**config.mk**
```make
export PLATFORM = sky130hd
export DESIGN_NAME = chan_counter_bank
export DESIGN_NICKNAME = d
export VERILOG_FILES = /design/src/rtl/chan_counter_pkg.sv /design/src/rtl/chan_counter_cell.sv /design/src/rtl/chan_counter_bank.sv
export SDC_FILE = /design/constraint.sdc
export NUM_CORES = 1
export LEC_CHECK = 0
export ABC_AREA = 1
export CORE_ASPECT_RATIO = 0.7
export CORE_MARGIN = 3
export CORE_UTILIZATION = 60
export DETAILED_ROUTE_END_ITERATION = 8
export HOLD_SLACK_MARGIN = 0.15
export PLACE_DENSITY = 0.88
export SETUP_SLACK_MARGIN = 0.1
export SLEW_MARGIN = 40
export SYNTH_ARGS = -nofsm -noshare
export SYNTH_HDL_FRONTEND = slang
export SYNTH_SLANG_ARGS = --single-unit
```
**constraint.sdc**
```tcl
create_clock -name clk -period 4.3 [get_ports clk]
set_clock_uncertainty 0.15 [all_clocks]
set_input_delay 0.86 -clock clk [delete_from_list [all_inputs] [get_ports clk]]
set_output_delay 0.86 -clock clk [all_outputs]
set_load 0.05 [all_outputs]
```
**src/rtl/chan_counter_pkg.sv**
```systemverilog
// Shared types for the channel counter bank: config field selects, overflow
// modes and the read-port state machine encoding.
package chan_counter_pkg;

  typedef enum logic [1:0] {
    CFG_LOAD  = 2'd0,
    CFG_STEP  = 2'd1,
    CFG_LIMIT = 2'd2,
    CFG_MODE  = 2'd3
  } cfg_sel_e;

  typedef enum logic [1:0] {
    MODE_WRAP = 2'd0,
    MODE_SAT  = 2'd1,
    MODE_HOLD = 2'd2,
    MODE_RSVD = 2'd3
  } mode_e;

  typedef enum logic {
    RD_IDLE = 1'b0,
    RD_RESP = 1'b1
  } rd_state_e;

endpackage

```
**src/rtl/chan_counter_cell.sv**
```systemverilog
// One counter channel: count/step/limit/mode registers, overflow compare,
// registered terminal-count pulse and sticky saturation flag.
module chan_counter_cell
  import chan_counter_pkg::*;
#(
  parameter int          WIDTH   = 8,
  parameter int          STEP_W  = 4,
  parameter int unsigned RST_VAL = 0
) (
  input  logic             clk,
  input  logic             rst,
  input  logic             i_we,
  input  logic [1:0]       i_sel,
  input  logic [WIDTH-1:0] i_wdata,
  input  logic             i_tick,
  output logic [WIDTH-1:0] o_count,
  output logic             o_tc,
  output logic             o_sat
);

  logic [WIDTH-1:0]  r_count;
  logic [WIDTH-1:0]  r_limit;
  logic [STEP_W-1:0] r_step;
  mode_e             r_mode;
  logic              r_tc;
  logic              r_sat;
  logic [WIDTH:0]    w_sum;
  logic              w_over;

  // One extra bit so count + step can never alias back below the limit.
  assign w_sum  = {1'b0, r_count} + (WIDTH+1)'(r_step);
  assign w_over = w_sum > {1'b0, r_limit};

  always_ff @(posedge clk) begin
    if (rst) begin
      r_count <= WIDTH'(RST_VAL);
      r_step  <= STEP_W'(1);
      r_limit <= '1;
      r_mode  <= MODE_WRAP;
      r_tc    <= 1'b0;
      r_sat   <= 1'b0;
    end else begin
      r_tc <= 1'b0;
      if (i_we) begin
        // A write always wins over a same-cycle tick; that tick is lost.
        case (cfg_sel_e'(i_sel))
          CFG_LOAD: begin
            r_count <= i_wdata;
            r_sat   <= 1'b0;
          end
          CFG_STEP:  r_step  <= i_wdata[STEP_W-1:0];
          CFG_LIMIT: r_limit <= i_wdata;
          default:   r_mode  <= mode_e'(i_wdata[1:0]);
        endcase
      end else if (i_tick && (r_mode == MODE_WRAP || r_mode == MODE_SAT)) begin
        if (!w_over) begin
          r_count <= w_sum[WIDTH-1:0];
        end else if (r_mode == MODE_WRAP) begin
          r_count <= '0;
          r_tc    <= 1'b1;
        end else begin
          r_count <= r_limit;
          r_sat   <= 1'b1;
          r_tc    <= 1'b1;
        end
      end
    end
  end

  assign o_count = r_count;
  assign o_tc    = r_tc;
  assign o_sat   = r_sat;

endmodule

```
**src/rtl/chan_counter_bank.sv**
```systemverilog
// Multi-channel event counter bank: config write decode, per-channel cells,
// and a one-deep valid/ready read port returning a count snapshot.
module chan_counter_bank
  import chan_counter_pkg::*;
#(
  parameter int          NUM_CH  = 4,
  parameter int          WIDTH   = 8,
  parameter int          STEP_W  = 4,
  parameter int unsigned RST_VAL = 0,
  localparam int         AW      = (NUM_CH > 1) ? $clog2(NUM_CH) : 1
) (
  input  logic              clk,
  input  logic              rst,
  input  logic              cfg_we,
  input  logic [AW-1:0]     cfg_addr,
  input  logic [1:0]        cfg_sel,
  input  logic [WIDTH-1:0]  cfg_wdata,
  input  logic [NUM_CH-1:0] tick,
  input  logic              rd_req_valid,
  output logic              rd_req_ready,
  input  logic [AW-1:0]     rd_req_addr,
  output logic              rd_rsp_valid,
  input  logic              rd_rsp_ready,
  output logic [WIDTH-1:0]  rd_rsp_data,
  output logic [NUM_CH-1:0] tc,
  output logic [NUM_CH-1:0] sat
);

  logic [NUM_CH-1:0]            w_we;
  logic [NUM_CH-1:0][WIDTH-1:0] w_counts;
  logic [WIDTH-1:0]             w_rd_data;
  logic                         w_accept;
  rd_state_e                    r_state;
  rd_state_e                    w_next;
  logic [WIDTH-1:0]             r_rsp_data;

  // Addresses past the last channel match no cell, so those writes vanish.
  for (genvar g = 0; g < NUM_CH; g++) begin : g_ch
    assign w_we[g] = cfg_we && (cfg_addr == AW'(g));

    chan_counter_cell #(
      .WIDTH   (WIDTH),
      .STEP_W  (STEP_W),
      .RST_VAL (RST_VAL)
    ) u_cell (
      .clk     (clk),
      .rst     (rst),
      .i_we    (w_we[g]),
      .i_sel   (cfg_sel),
      .i_wdata (cfg_wdata),
      .i_tick  (tick[g]),
      .o_count (w_counts[g]),
      .o_tc    (tc[g]),
      .o_sat   (sat[g])
    );
  end

  always_comb begin
    w_rd_data = '0;
    for (int i = 0; i < NUM_CH; i++) begin
      if (rd_req_addr == AW'(i)) w_rd_data = w_counts[i];
    end
  end

  always_ff @(posedge clk) begin
    if (rst) r_state <= RD_IDLE;
    else     r_state <= w_next;
  end

  always_comb begin
    w_next = r_state;
    case (r_state)
      RD_IDLE: if (rd_req_valid) w_next = RD_RESP;
      default: if (rd_rsp_ready) w_next = rd_req_valid ? RD_RESP : RD_IDLE;
    endcase
  end

  always_comb begin
    rd_req_ready = 1'b1;
    rd_rsp_valid = 1'b0;
    if (r_state == RD_RESP) begin
      rd_req_ready = rd_rsp_ready;
      rd_rsp_valid = 1'b1;
    end
  end

  assign w_accept = rd_req_valid && rd_req_ready;

  // Snapshot taken from the pre-update count; held while the consumer stalls.
  always_ff @(posedge clk) begin
    if (rst)           r_rsp_data <= '0;
    else if (w_accept) r_rsp_data <= w_rd_data;
  end

  assign rd_rsp_data = r_rsp_data;

endmodule

```
==> metrics.yaml <==
min_period_over_period_pct: 82.5
cts_max_level: 3
grt_pass1_wl_mm: 29.1
comb_power_share_pct: 17.8
dr.first_iter.drc_count: 680
critical_path_peak_fanout: 10
grt_pass1_vias: 5860
hp-class: "reg2reg"
grt_overflow: 0
endpoint: "g_ch[2].u_cell.o_count[0]"
cts_tree: "built"
synth_flop_cell: "dfxtp_1"
final_core_util_pct: 69.3
r2r_start: "g_ch[2].u_cell.r_step[0]"
drt_pre_antenna_iters: 5
tightest_slew_ns: 0.760
cellLeakagePower_nw: 3.55
core.rowCount: 31
cts_sinks: 105
drv_slew: 0
worstSetupPathType: "reg2reg"
crit_path_start: "g_ch[2].u_cell.r_step[0]"
insertion_delay_ns: 0.35
synth_warnings: 0
syn_inst: 938
synth_nets: 1013
io_pins: 41
crit_arrival_ns: 3.67
yosys_register_bits: 105
diodes: 0
total_power_mw: 2.41
cp.required_ns: 4.42
routed_via_density: 5.80
setup_viol: 0
cts.path.max_buffers: 2
power_per_cell_area_mw_per_mm2: 329
dp_slack_ns: 0.808
r2r_setup_slack_ns: 0.75
gp_congestion: 0.927
relSlewSlack_pct: 49.2
layout_commonest_cell: "nand2_1"
status: "complete, no violations"
grt.total_usage_pct: 29.0
cts_made_buffers: 9
n_fill_cell: 886
start_util_pct: 62.8
tns_ns: 0
maxCapViolCount: 0
async_flop_share_pct: 0
wire_per_inst_microns: 16.1
cts-root-buf: "clkbuf_16"
core_sq_mm: 0.0106
vias: 6388
rr_endpoint: "g_ch[2].u_cell.o_count[0]"
wirelength_mm: 17.7
nets: 1024
cp-start-kind: "flip-flop"
fmax_mhz: 282
drc: 0
area_growth_pct: 10.3
hold_viol: 0
layout_min_cycle_time_ns: 3.55
avgSynthCellArea_sq_um: 7.06
switching_share_pct: 29.5
netlist-cell-type-count: 41
hold_buffers: 0
ir_worst_vdd_mv: 0.240
layout_common_cells: "181 x nand2_1, 143 x a21oi_1, 110 x inv_1, 105 x dfxtp_1, 99 x o21ai_0"
grt_setup_unrepaired: "false"
multi_input_area_sq_mm: 0.00380
die_h_microns: 93.9
syn_area_sq_mm: 0.00663
pwr-share-seq_pct: 44.1
die_area_sq_mm: 0.0124
power_switching_mw: 0.711
path_clk_slew_ns: 0.07
antenna_found_initial: 0
fin_ws_ns: 0.754
synth-seq-area-share_pct: 31.7
drive_above_1_share_pct: 7.02
final-seq-area_sq_mm: 0.00210
synth_edf_count: 0
post_cts_buffers: 0
intPower_mw: 1.70
grt_max_degree: 54
io_buffers: 40
die_x_microns: 132
clockPowerShare_pct: 38.1
whs_ns: 0.321
ff2ff_path_depth: 17
endpoint_kind: "flip-flop"
cts_resized: 0
hpwl_mm: 12.5
antenna_left: 0
cell families (layout without fill, tap and decap cells):
family                     Yosys count  count (layout)  share of synthesized area (%)
and+or+nand+nor                    327             327                           23.5
AOI/OAI and AO/OA                  269             269                           21.4
buffers and inverters              169             185                           10.9
DFF                                105             105                           31.7
adders and majority gates           52              52                           10.3
xor gates and xnor gates            16              16                           2.11
how the worst min path moves through the flow:
stage	depth (start not counted)	start	endpoint
floorplan	2	g_ch[3].u_cell.r_mode[0]	g_ch[3].u_cell.r_mode[0]
CTS	2	g_ch[3].u_cell.r_mode[0]	g_ch[3].u_cell.r_mode[0]
global route	2	g_ch[3].u_cell.r_mode[0]	g_ch[3].u_cell.r_mode[0]
detailed placement	1	g_ch[1].u_cell.o_sat	g_ch[1].u_cell.o_sat
finish	2	g_ch[2].u_cell.r_step[3]	g_ch[2].u_cell.r_step[3]
global placement	1	g_ch[1].u_cell.o_sat	g_ch[1].u_cell.o_sat
routing by layer:
metal / up-vias / routed length, microns / GRT usage (%)
met5: - / 0 / 0
met4: 0 / 455 / 10.3
met3: 44 / 1450 / 5.19
met2: 286 / 7830 / 45.4
met1: 2917 / 7980 / 40.6
li1: 3141 / - / -
per-stage QoR:
| step | cells | instance area [sq um] |
|---|---|---|
| 2_1_floorplan | 938 | 6630 |
| 3_3_place_gp | 1086 | 6990 |
| 3_5_place_dp | 1086 | 6980 |
| 4_1_cts | 1102 | 7310 |
| 5_1_grt | 1102 | 7310 |
| 6_report | 1102 | 7310 |
synth_stat cells (5+ instances only):
cell / count / area [sq um]
ha_1: 48 / 601
nand3_1: 61 / 305
nor2_1: 33 / 124
xor2_1: 16 / 140
o21ai_0: 99 / 495
inv_1: 110 / 413
o211ai_1: 10 / 75.1
nor2_4: 6 / 67.6
nor3_1: 13 / 65.1
buf_4: 13 / 97.6
clkbuf_1: 20 / 75.1
dfxtp_1: 105 / 2100
nand2_1: 181 / 679
inv_2: 12 / 45.0
a21oi_1: 143 / 716
inv_4: 5 / 31.3
sequential cells by signal, indices dropped and copies added (netlist names):
signal	flops
rd_rsp_data	8
g_ch.u_cell.o_tc	4
g_ch.u_cell.r_mode	8
g_ch.u_cell.o_sat	4
r_state	1
g_ch.u_cell.o_count	32
g_ch.u_cell.r_step	16
g_ch.u_cell.r_limit	32
power by group through the flow:
stage / combinational [mW] / clock [mW] / sequential [mW]
floorplan: 0.284 / 0 / 1.09
global placement: 0.411 / 0 / 1.08
detailed placement: 0.417 / 0 / 1.08
CTS: 0.422 / 0.921 / 1.06
global route: 0.476 / 0.955 / 1.07
finish: 0.430 / 0.917 / 1.06
critical path: stages (launching register included):
cell     delay, ns
dfxtp_1       0.33
ha_1          0.24
fa_1          0.46
nand2_1       0.07
nand2_1       0.05
a21oi_1       0.23
xor2_1        0.23
inv_1         0.07
ha_1          0.31
a21oi_1       0.13
o21ai_0       0.09
o21ai_0       0.16
nand2_1       0.07
nand2_1       0.22
nand2_1       0.29
nand2_1       0.13
nand3_1       0.07
a21oi_1       0.17
final cells by class:
cell class                      instances  area share [%]
Clock buffer                           10            3.27
Clock inverter                          6            1.23
Inverter                              127            6.69
Multi-Input combinational cell        664            52.0
Sequential cell                       105            28.8
Tap cell                              148            2.53
Timing Repair Buffer                   42            5.55
No activity file was read; power rests on OpenSTA's default activity.
